<file path="config.mk">
export PLATFORM = sky130hd
export DESIGN_NAME = button_debouncer
export DESIGN_NICKNAME = d
export VERILOG_FILES = /design/src/rtl/button_debouncer_pkg.sv /design/src/rtl/button_debouncer_sync2.sv /design/src/rtl/button_debouncer.sv
export SDC_FILE = /design/constraint.sdc
export NUM_CORES = 1
export LEC_CHECK = 0
export ABC_AREA = 1
export BUFFER_PORTS_ARGS = -buffer_cell sky130_fd_sc_hd__buf_4
export CAP_MARGIN = 20
export CORE_MARGIN = 5
export CORE_UTILIZATION = 60
export CTS_CLUSTER_SIZE = 14
export DETAILED_ROUTE_END_ITERATION = 8
export PLACE_DENSITY = 0.77
export SLEW_MARGIN = 40
export SYNTH_ARGS = -nofsm -noshare
export SYNTH_HDL_FRONTEND = slang
export SYNTH_SLANG_ARGS = --single-unit
</file>
<file path="constraint.sdc">
create_clock -name clk -period 5.2 [get_ports clk]
set_clock_uncertainty 0.15 [all_clocks]
set_input_delay 0 -clock clk [delete_from_list [all_inputs] [get_ports clk]]
set_output_delay 0 -clock clk [all_outputs]
set_load 0.01 [all_outputs]
</file>
<file path="src/rtl/button_debouncer_pkg.sv">
// button_debouncer_pkg: shared 25 MHz tick counts for the LED blinker and button debouncer.
package button_debouncer_pkg;
    localparam logic [23:0] BLINK_TOP_25M    = 24'hBE_BC1F;
    localparam logic [23:0] DEBOUNCE_TOP_25M = 24'h03_FFFF;
    localparam logic [23:0] LONG_TOP_25M     = 24'hFF_FFFF;
endpackage

</file>
<file path="src/rtl/button_debouncer_sync2.sv">
// sync2: generic 2-flop synchronizer with a configurable reset value.
module sync2 #(
    parameter logic RST_VAL = 1'b0
) (
    input  logic clk,
    input  logic reset,
    input  logic d,
    output logic q
);
    logic meta;
    always_ff @(posedge clk or posedge reset)
        if (reset) {q, meta} <= {RST_VAL, RST_VAL};
        else       {q, meta} <= {meta, d};
endmodule

</file>
<file path="src/rtl/button_debouncer.sv">
// button_debouncer: synchronizes and debounces one pushbutton, emitting press/release/short/long strobes.
module button_debouncer
    import button_debouncer_pkg::*;
#(
    parameter logic        BTN_ACTIVE   = 1'b0,
    parameter logic [23:0] DEBOUNCE_TOP = DEBOUNCE_TOP_25M,
    parameter logic [23:0] LONG_TOP     = LONG_TOP_25M
) (
    input  logic clk,
    input  logic reset,
    input  logic btn_i,
    output logic level_o,
    output logic press_o,
    output logic release_o,
    output logic short_o,
    output logic long_o
);
    localparam logic [1:0] IDLE = 2'd0;
    localparam logic [1:0] HELD = 2'd1;
    localparam logic [1:0] LONG = 2'd2;
    logic        pin, s, rise, fall;
    logic [23:0] dcnt, hcnt;
    logic [1:0]  state;
    sync2 #(.RST_VAL(~BTN_ACTIVE)) u_sync (.clk(clk), .reset(reset), .d(btn_i), .q(pin));
    // Registered, polarity-normalized sample: 1 = pressed.
    always_ff @(posedge clk or posedge reset)
        if (reset) s <= 1'b0;
        else       s <= ~(pin ^ BTN_ACTIVE);
    assign rise = (dcnt == '0) &&  s && !level_o;
    assign fall = (dcnt == '0) && !s &&  level_o;
    always_ff @(posedge clk or posedge reset)
        if (reset) begin
            level_o <= 1'b0;
            dcnt    <= DEBOUNCE_TOP;
        end else if (s == level_o) begin
            dcnt    <= DEBOUNCE_TOP;
        end else if (dcnt == '0) begin
            level_o <= s;
            dcnt    <= DEBOUNCE_TOP;
        end else begin
            dcnt    <= dcnt - 24'd1;
        end
    // Strobes fire on the same edge that updates level_o; release wins over hold expiry.
    always_ff @(posedge clk or posedge reset)
        if (reset) begin
            state     <= IDLE;
            hcnt      <= LONG_TOP;
            press_o   <= 1'b0;
            release_o <= 1'b0;
            short_o   <= 1'b0;
            long_o    <= 1'b0;
        end else begin
            press_o   <= 1'b0;
            release_o <= 1'b0;
            short_o   <= 1'b0;
            long_o    <= 1'b0;
            case (state)
                IDLE:
                    if (rise) begin
                        press_o <= 1'b1;
                        hcnt    <= LONG_TOP;
                        state   <= HELD;
                    end
                HELD:
                    if (fall) begin
                        release_o <= 1'b1;
                        short_o   <= 1'b1;
                        state     <= IDLE;
                    end else if (hcnt == '0) begin
                        long_o <= 1'b1;
                        state  <= LONG;
                    end else begin
                        hcnt <= hcnt - 24'd1;
                    end
                LONG:
                    if (fall) begin
                        release_o <= 1'b1;
                        state     <= IDLE;
                    end
                default: state <= IDLE;
            endcase
        end
endmodule

</file>
==> results of run 1 <==
-- routing by layer --
metal / global-route usage [%] / share of wire [%] / vias up
met5: 0 / 0 / -
met4: 9.07 / 1.5 / 0
met3: 3.48 / 3.3 / 12
met2: 36.8 / 51 / 64
met1: 26.3 / 45 / 1431
li1: - / - / 1556
-- kinds of logic after synthesis --
family,share of synthesized area [%]
adders and majority gates,2.06
and+or+nand+nor,44.1
xor gates and xnor gates,1.20
AOI/OAI and AO/OA,3.81
DFF,41.3
buffers and inverters,7.54
-- final cells by class --
| class | count | area [µm²] | area share, % |
|---|---|---|---|
| multi-input combinational | 363 | 1870 | 47.8 |
| tap | 75 | 93.8 | 2.40 |
| sequential | 58 | 1510 | 38.5 |
| timing repair buffer | 10 | 80.1 | 2.05 |
| inverter | 49 | 184 | 4.71 |
| clock inverter | 2 | 12.5 | 0.320 |
| clock buffer | 14 | 163 | 4.16 |
-- worst max-delay path: cells and delay by family (launching register included) --
family                     cells  cell delay [ns]
and+or+nand+nor                9             1.36
DFF                            1             0.37
adders and majority gates      1             0.23
buffers and inverters          1             0.08
-- path summary, 6_finish.rpt --
path | startpoint | endpoint | cells after the start
worst min register to register | u_sync.meta | u_sync.q | 0
max in group asynchronous | reset | state[0] | 4
worst max-delay path | dcnt[0] | hcnt[20] | 11
min in group asynchronous | reset | dcnt[21] | 4
worst min-delay path | btn_i | u_sync.meta | 2
worst max register to register | dcnt[0] | hcnt[20] | 11
-- state kept, by name, indices dropped and copies added (netlist names) --
| register | flops |
|---|---|
| u_sync.q | 1 |
| press_o | 1 |
| u_sync.meta | 1 |
| s | 1 |
| long_o | 1 |
| level_o | 1 |
| state | 2 |
| dcnt | 24 |
| hcnt | 24 |
| release_o | 1 |
| short_o | 1 |
-- repair_timing --
item | CTS | global route
endpoints found under the hold margin | 15 | 0
buffers inserted | 0 | 0
hold buffers | 2 | 0
-- report_power, final --
| part | internal, mW | switching, mW | leakage, nW | total [mW] |
|---|---|---|---|---|
| sequential | 0.458 | 0.00153 | 0.651 | 0.459 |
| combinational | 0.00545 | 0.0163 | 1.20 | 0.0217 |
| clock | 0.199 | 0.184 | 0.0867 | 0.383 |
-- cell usage in the layout (no fill, tap or decap), types with 2 or more instances in the layout --
| master | Yosys | final |
|---|---|---|
| nor3_1 | 4 | 4 |
| inv_2 | 7 | 8 |
| nor2_2 | 6 | 6 |
| nand2_4 | 4 | 4 |
| nand2_2 | 42 | 42 |
| nor2_4 | 2 | 2 |
| clkbuf_8 | 0 | 11 |
| nand3b_1 | 4 | 4 |
| dlygate4sd3_1 | 0 | 2 |
| xor2_1 | 4 | 4 |
| dfrtp_1 | 14 | 14 |
| buf_4 | 1 | 8 |
| nand4_1 | 7 | 7 |
| nor2_1 | 60 | 60 |
| clkbuf_1 | 3 | 3 |
| or2_2 | 11 | 11 |
| nand3_2 | 3 | 3 |
| a21oi_1 | 7 | 7 |
| ha_1 | 6 | 5 |
| o21ai_0 | 16 | 16 |
| o211ai_1 | 2 | 2 |
| inv_1 | 41 | 40 |
| nand2_1 | 104 | 104 |
| nor4_1 | 3 | 3 |
| nand3_1 | 72 | 72 |
| dfstp_2 | 44 | 44 |
-- cells in the mapped netlist (4+ instances only) --
cell type  instances  area share [%]
nor2_2             6             1.0
o21ai_0           16             2.2
a21oi_1            7            0.96
ha_1               6             2.1
inv_2              7            0.72
nand3_1           72             9.9
xor2_1             4            0.96
nand2_1          104              11
or2_2             11             1.9
nand3b_1           4            0.82
nand4_1            7             1.2
inv_1             41             4.2
dfrtp_1           14             9.6
dfstp_2           44              32
nor2_1            60             6.2
nand2_4            4             1.2
nor3_1             4            0.55
nand2_2           42             7.2
==> impl_metrics.json, run 1 <==
{
  "clkTransAtPathRegs_ns": 0.07,
  "final.setup.tns_ns": 0,
  "cp.required_ns": 5.32,
  "initial_core_util_pct": 61.6,
  "synth_cells": 480,
  "cp_max_fo": 28,
  "n_antenna_cell": 0,
  "rrSetupSlack_ns": 2.89,
  "worstSkewPairLatency_ns": 0.34,
  "holdCritPathClass": "in -> reg",
  "ant_nets": 0,
  "setup_viol": 0,
  "gr-total-overflow": 0,
  "fin_nets": 500,
  "max_stage_delay_ns": 0.37,
  "netlist_area_mm2": 0.00365,
  "remaining_drc_errors": 0,
  "area_growth_pct": 7.13,
  "arrival_ns": 2.42,
  "io_pins": 8,
  "die_w_um": 88.0,
  "dieArea_mm2": 0.00774,
  "cts_buffer_depth": 2,
  "period_share_pct": 44.3,
  "synth_seq_cells": 58,
  "grt_usage_pct": 21.3,
  "dpl_worst_slack_ns": 2.91,
  "syn-num-nets": 489,
  "max_slew_margin_pct": 52.1,
  "instances_no_fill": 571,
  "design_area_mm2": 0.00391,
  "grt_max_degree": 59,
  "vdd_drop_max_v": 0.000148,
  "place_congestion": 0.891,
  "io_buffers": 7,
  "final_util_pct": 66.0,
  "hpwl_um": 5180,
  "cts_tree": "built",
  "cts.sinks": 58,
  "cts_resized": 0,
  "ys_types": 34,
  "startpoint_type": "flop",
  "grt_pass1_vias": 2925,
  "worst_slew_pin_slew_ns": 0.719,
  "endpoint_kind": "flop",
  "drtIter0Drc": 131,
  "wire_per_inst_um": 13.1,
  "p_total_uw": 864,
  "power_density_mw_per_mm2": 221,
  "fill_cells": 498,
  "synth.avg_cell_area_um2": 7.60,
  "slowest_stage": "dfstp_2",
  "numPlacedInstances": 553,
  "synth_edf_count": 0,
  "cap_viol_max_count": 0,
  "num_vias": 3063,
  "finalWirelength_um": 7480,
  "power.leakage_nw": 1.94,
  "crit_chain": "inv_1 -> ha_1 -> nand3_2 -> nor2_4 -> nand2_4 -> nor2_8 -> nand3_2 -> nand2_4 -> nand2_8 -> nand2_2 -> nand2_2",
  "fmax_mhz": 434,
  "status": "finished, final reports clean",
  "slew_violations": 0,
  "clk_root_buffer_cell": "clkbuf_8",
  "die_y_um": 88.0,
  "drive_above_1_share_pct": 29.0,
  "async_flop_share_pct": 100,
  "setup_ws_ns": 2.89,
  "period_minus_slack_ns": 2.31,
  "core_mm2": 0.00592,
  "rsz0062_at_grt": "false",
  "firstDrtPassIters": 5,
  "synth_ff_type": "dfstp_2",
  "yosysWarningCount": 0,
  "cts_max_level": 3,
  "grt_antenna_before_repair": 0,
  "cts-buffers-inserted": 9,
  "crit_type": "reg -> reg",
  "hold_slack_ns": 0.163,
  "via_per_inst": 5.36,
  "rows": 28,
  "place_area_mm2": 0.00371,
  "finalHoldViolCount": 0,
  "seq_area_frac_synth_pct": 41.3,
  "grt_pass1_wl_um": 13000
}
Note: power is estimated with default switching activity, not from simulation.
==> run 2: changes to the inputs <==
==> constraint.sdc (replaced) <==
create_clock -name clk -period 2.2 [get_ports clk]
set_clock_uncertainty 0.15 [all_clocks]
set_input_delay 0 -clock clk [delete_from_list [all_inputs] [get_ports clk]]
set_output_delay 0 -clock clk [all_outputs]
set_load 0.01 [all_outputs]
==> run 2 against run 1 <==
Clock-buffer cell count shrank 4; clock power grew 130%; sequential share of layout area shrank 1.1 points; non-clock buffer count grew 9; core utilization grew 1.9 points; via count grew 2.3%; global-route usage grew 0.98 points; combinational power grew to 2.6 times the previous value; cell count grew 1.6%; routed wire length grew 4.4%; setup slack lost 2.8 ns; total power grew 140%; critical endpoint is now hcnt[1]; largest cell class unchanged.
==> impl_metrics.json, run 2 (synthesis results as in run 1) <==
{
  "die_w_um": 88.0,
  "finalHoldViolCount": 0,
  "num_vias": 3134,
  "max_slew_margin_pct": 63.0,
  "crit_type": "reg -> reg",
  "final.setup.tns_ns": 0,
  "core_mm2": 0.00592,
  "firstDrtPassIters": 4,
  "rsz0062_at_grt": "false",
  "cp_max_fo": 24,
  "grt_max_degree": 35,
  "fin_nets": 509,
  "period_share_pct": 94.1,
  "dieArea_mm2": 0.00774,
  "io_pins": 8,
  "setup_viol": 0,
  "vdd_drop_max_v": 0.000399,
  "status": "finished, final reports clean",
  "reg.largest.list": "dcnt x24, hcnt x24, state x2",
  "cap_viol_max_count": 0,
  "gr-total-overflow": 0,
  "layout_commonest_cell": "nand2_1",
  "clkTransAtPathRegs_ns": 0.07,
  "finalWirelength_um": 7810,
  "cp.required_ns": 2.33,
  "worst_slew_pin_slew_ns": 0.554,
  "initial_core_util_pct": 61.6,
  "wire_per_inst_um": 13.5,
  "rrSetupSlack_ns": 0.13,
  "cts_buffer_depth": 2,
  "slowest_stage": "dfstp_2",
  "hpwl_um": 5500,
  "fmax_mhz": 483,
  "clk_root_buffer_cell": "clkbuf_8",
  "place_congestion": 0.877,
  "holdCritPathClass": "in -> async",
  "io_buffers": 7,
  "startpoint_type": "flop",
  "endpoint_kind": "flop",
  "ant_nets": 0,
  "period_minus_slack_ns": 2.07,
  "drive_above_1_share_pct": 30.9,
  "area_growth_pct": 10.2,
  "arrival_ns": 2.20,
  "via_per_inst": 5.40,
  "cts.sinks": 58,
  "grt_pass1_vias": 3057,
  "slew_violations": 0,
  "grt_usage_pct": 22.3,
  "max_stage_delay_ns": 0.37,
  "power_density_mw_per_mm2": 507,
  "die_y_um": 88.0,
  "final_cell_mix": "nand2_1 (104), nand3_1 (72), nor2_1 (60)",
  "remaining_drc_errors": 0,
  "crit_chain": "inv_1 -> ha_2 -> nand3_2 -> nor2_4 -> nand2_4 -> nor2_8 -> nand3_2 -> nand2_8 -> nand2_8 -> nand2_2 -> nand2_1",
  "rows": 28,
  "grt_antenna_before_repair": 0,
  "n_antenna_cell": 0,
  "p_total_mw": 2.04,
  "cts_tree": "built",
  "power.leakage_nw": 1.99,
  "worstSkewPairLatency_ns": 0.35,
  "cts-buffers-inserted": 9,
  "grt_pass1_wl_um": 13500,
  "drtIter0Drc": 132,
  "cts_max_level": 3
}
==> run 2: changes by cell type in the layout (fill, tap and decap cells not counted), moves of 2 or more <==
cell	change
buf_4	+6
clkbuf_1	-3
buf_12	+2
clkinvlp_4	+2
==> run 2: metal layers <==
metal / global-route usage (%) / up-vias / part of all wire (%) / wire, µm
li1: - / 1579 / - / -
met1: 27.0 / 1465 / 44 / 3470
met2: 38.4 / 73 / 49 / 3860
met3: 3.39 / 17 / 3.7 / 291
met4: 11.4 / 0 / 2.4 / 189
met5: 0 / - / 0 / 0
==> run 2: final timing paths <==
| path | to | cells after the start | from |
|---|---|---|---|
| worst max-delay path | hcnt[1] | 11 | dcnt[0] |
| worst min register to register | u_sync.q | 0 | u_sync.meta |
| worst max register to register | hcnt[1] | 11 | dcnt[0] |
| min in group clk | u_sync.meta | 2 | btn_i |
| worst min-delay path | dcnt[22] | 3 | reset |
| max in group asynchronous | hcnt[14] | 4 | reset |
==> run 2: worst max-delay path: cells and delay by family, from the launching register on <==
| family | cells | cell delay, ns |
|---|---|---|
| and+or+nand+nor | 9 | 1.16 |
| DFF | 1 | 0.37 |
| adders and majority gates | 1 | 0.22 |
| buffers and inverters | 1 | 0.08 |
==> run 2: final cells by class <==
class | count | area [µm²]
timing repair buffer | 19 | 176
tap | 75 | 93.8
sequential | 58 | 1510
inverter | 49 | 186
clock inverter | 6 | 41.3
clock buffer | 10 | 138
fill | 499 | 1900
multi-input combinational | 363 | 1880
==> run 2: repair_timing <==
item,CTS,global route
hold buffers,2,0
buffers inserted,0,2
gates resized for setup,0,4
setup endpoints to repair,0,31
endpoints found under the hold margin,33,0
==> run 2: metrics by stage <==
stage | area (µm²) | hold WS (ns) | cells | worst slack, ns | util, %
floorplan | 3650 | -0.146 | 480 | 0.303 | -
global placement | 3790 | -0.0789 | 560 | 0.151 | 64.0
detailed placement | 3790 | -0.0686 | 560 | 0.0609 | 64.0
CTS | 3990 | 0.111 | 578 | 0.0427 | 67.4
global route | 4020 | 0.157 | 580 | 0.00941 | 67.9
finish | 4020 | 0.122 | 580 | 0.130 | 67.9
==> run 2: report_power, final <==
group	switching, mW	leakage [nW]	internal [mW]
clock network	0.459	0.0847	0.438
logic	0.0402	1.26	0.0173
registers	0.00372	0.651	1.08
total	0.503	1.99	1.54
==> run 3: changes to the inputs <==
--- a/config.mk
+++ b/config.mk
@@ -9,11 +9,12 @@
 export BUFFER_PORTS_ARGS = -buffer_cell sky130_fd_sc_hd__buf_4
 export CAP_MARGIN = 20
 export CORE_MARGIN = 5
-export CORE_UTILIZATION = 60
+export CORE_UTILIZATION = 57
 export CTS_CLUSTER_SIZE = 14
 export DETAILED_ROUTE_END_ITERATION = 8
-export PLACE_DENSITY = 0.77
+export PLACE_DENSITY = 0.76
 export SLEW_MARGIN = 40
 export SYNTH_ARGS = -nofsm -noshare
 export SYNTH_HDL_FRONTEND = slang
+export SYNTH_HIERARCHICAL = 1
 export SYNTH_SLANG_ARGS = --single-unit
==> constraint.sdc (replaced) <==
create_clock -name clk -period 1.89 [get_ports clk]
set_clock_uncertainty 0.15 [all_clocks]
set_input_delay 0 -clock clk [delete_from_list [all_inputs] [get_ports clk]]
set_output_delay 0 -clock clk [all_outputs]
set_load 0.01 [all_outputs]
==> run 3 against run 2 <==
Non-clock buffer count is 34 higher; combinational power is 37% higher; setup slack worse by 0.12 ns; first-iteration DRC count is 90% higher; sequential share of layout area is 5.0 points lower; critical path depth is 1 higher; critical path type unchanged; global-route usage is 1.9 points higher.
==> impl_metrics.json, run 3 <==
{
  "status": "finished, final reports clean",
  "crit_type": "reg -> reg",
  "startpoint_type": "flop",
  "crit_chain": "inv_2 -> ha_4 -> nand2_4 -> nor2_4 -> nand2_4 -> nor2_8 -> nand3_4 -> nand2_8 -> buf_12 -> nand2_8 -> nand2_1 -> nand2_1",
  "synth_top_cell_by_area": "dfstp_2",
  "finalHoldViolCount": 0,
  "cts-buffers-inserted": 9,
  "yosys-top-cells-area": "dfstp_2 (32%), nand2_1 (13%), nand3_1 (10%)",
  "ant_nets": 0,
  "crit_buf_inv": 2,
  "n_antenna_cell": 0,
  "synth_cells": 484,
  "ys_types": 30,
  "cts.sinks": 58,
  "p_total_mw": 2.68,
  "multi_input_area_mm2": 0.00210,
  "max_slew_margin_pct": 61.9,
  "gr-total-overflow": 0,
  "drtIter0Drc": 251,
  "yosysWarningCount": 6,
  "ys_top_cells_by_count": "nand2_1 (125), nand3_1 (72), nor2_1 (65)",
  "synth_most_common_cell": "nand2_1",
  "grt_pass1_wl_um": 15000,
  "area_growth_pct": 28.7,
  "finalWirelength_um": 9080,
  "period_minus_slack_ns": 1.88,
  "num_vias": 3442,
  "grt_max_degree": 33,
  "power.leakage_nw": 2.28,
  "wire_per_inst_um": 14.6,
  "synth.avg_cell_area_um2": 7.45,
  "holdCritPathClass": "in -> async",
  "die_w_um": 89.5,
  "clk_root_buffer_cell": "clkbuf_8",
  "synth_seq_cells": 58,
  "power_density_mw_per_mm2": 578,
  "cap_viol_max_count": 0,
  "synth_ff_type": "dfstp_2",
  "fmax_mhz": 531,
  "core_mm2": 0.00624,
  "fill_cells": 433,
  "io_pins": 8,
  "slowest_stage": "dfstp_2",
  "period_share_pct": 99.7,
  "setup_viol": 0,
  "rows": 29,
  "grt_pass1_vias": 3274,
  "arrival_ns": 2.01,
  "clkTransAtPathRegs_ns": 0.07,
  "worst_slew_pin_slew_ns": 0.571,
  "synth_top_cell_area_share_pct": 32.1,
  "cp_max_fo": 12,
  "syn-num-nets": 493,
  "io_buffers": 7,
  "synth_edf_count": 0,
  "max_stage_delay_ns": 0.38,
  "remaining_drc_errors": 0,
  "dieArea_mm2": 0.00801,
  "seq_area_frac_synth_pct": 41.8,
  "die_y_um": 89.5,
  "fin_nets": 549,
  "design_area_mm2": 0.00464,
  "seq_area_mm2": 0.00151,
  "hold_slack_ns": 0.103,
  "via_per_inst": 5.53,
  "cts_buffer_depth": 2,
  "place_congestion": 0.855,
  "initial_core_util_pct": 57.8,
  "cts_max_level": 3,
  "place_area_mm2": 0.00394,
  "firstDrtPassIters": 6,
  "grt_antenna_before_repair": 0,
  "async_flop_share_pct": 100,
  "rsz0062_at_grt": "true",
  "final_cell_mix": "nand2_1 (115), nor2_1 (57), nand3_1 (53)",
  "cp_top_family": "simple AND/OR/NAND/NOR gates",
  "slew_violations": 0,
  "vdd_drop_max_v": 0.000538,
  "reg.largest.list": "dcnt x24, hcnt x24, state x2",
  "cts_tree": "built",
  "drive_above_1_share_pct": 39.1,
  "final.setup.tns_ns": 0,
  "netlist_area_mm2": 0.00360,
  "endpoint_kind": "flop",
  "grt_usage_pct": 24.2,
  "cp.required_ns": 2.01,
  "layout_commonest_cell": "nand2_1",
  "worstSkewPairLatency_ns": 0.35,
  "hpwl_um": 5720
}
## run 3: changes by cell type after synthesis, moves of 3 or more
cell      delta
nand4_1      +4
inv_1        +6
or2_2        +5
o21ai_0      -3
nor2_1       +5
nand2_1     +21
inv_2        -6
nand3b_1     -4
nor3_1       +3
nand2_2     -20
## run 3: kinds of logic after synthesis
logic type	count (synthesis)	share of synthesized area, %
flops	58	41.8
buf+inv	58	7.32
simple gates	336	44.6
fa+ha+maj	6	2.08
compound gates	23	3.44
xor+xnor	3	0.729
## run 3: report_power, final
group / total [mW] / internal (mW) / switching, mW / leakage, nW
combinational: 0.0787 / 0.0287 / 0.0500 / 1.52
sequential: 1.27 / 1.26 / 0.00547 / 0.651
clock: 1.34 / 0.815 / 0.521 / 0.109
## run 3: final cells by class
| class | instances | area share, % |
|---|---|---|
| timing repair buffer | 53 | 11.4 |
| clock inverter | 4 | 1.62 |
| inverter | 48 | 3.88 |
| multi-input combinational | 370 | 45.2 |
| clock buffer | 12 | 3.34 |
| tap | 77 | 2.08 |
| sequential | 58 | 32.5 |
## run 3: per-stage QoR
| stage | cells | worst slack (ns) | util (%) |
|---|---|---|---|
| CTS | 614 | 0.00462 | 70.2 |
| floorplan | 484 | 0.0529 | - |
| global route | 622 | -0.110 | 74.3 |
| detailed placement | 585 | -0.0282 | 63.1 |
| global placement | 585 | 0.0289 | 63.1 |
| finish | 622 | 0.00646 | 74.3 |
## run 3: routing by layer
layer	GRT usage (%)	wire [µm]
met4	6.77	174
met3	4.79	434
met1	31.0	3930
met2	41.7	4550
met5	0	0
## run 3: worst paths after layout
path | depth (start not counted) | slack (ns) | from | endpoint
worst max-delay path | 12 | 0.006 | dcnt[0] | hcnt[6]
worst min-delay path | 3 | 0.10 | reset | u_sync/meta
worst max register to register | 12 | 0.006 | dcnt[0] | hcnt[6]
worst min register to register | 0 | 0.21 | u_sync/meta | u_sync/q
max in group asynchronous | 4 | 0.80 | reset | hcnt[2]
min in group clk | 2 | 0.15 | btn_i | u_sync/meta
## run 3: repair_timing
action,CTS,global route
setup endpoints to repair,27,33
pin swaps,9,25
endpoints found under the hold margin,28,0
gates cloned,2,2
buffers inserted,9,7
resized for setup,13,49
hold buffers,2,0
## run 3: worst reg2reg max path, delay by kind of cell, from the launching register on
family / cells / cell delay [ns]
fa+ha+maj: 1 / 0.15
buf+inv: 2 / 0.20
flops: 1 / 0.38
simple gates: 9 / 0.93
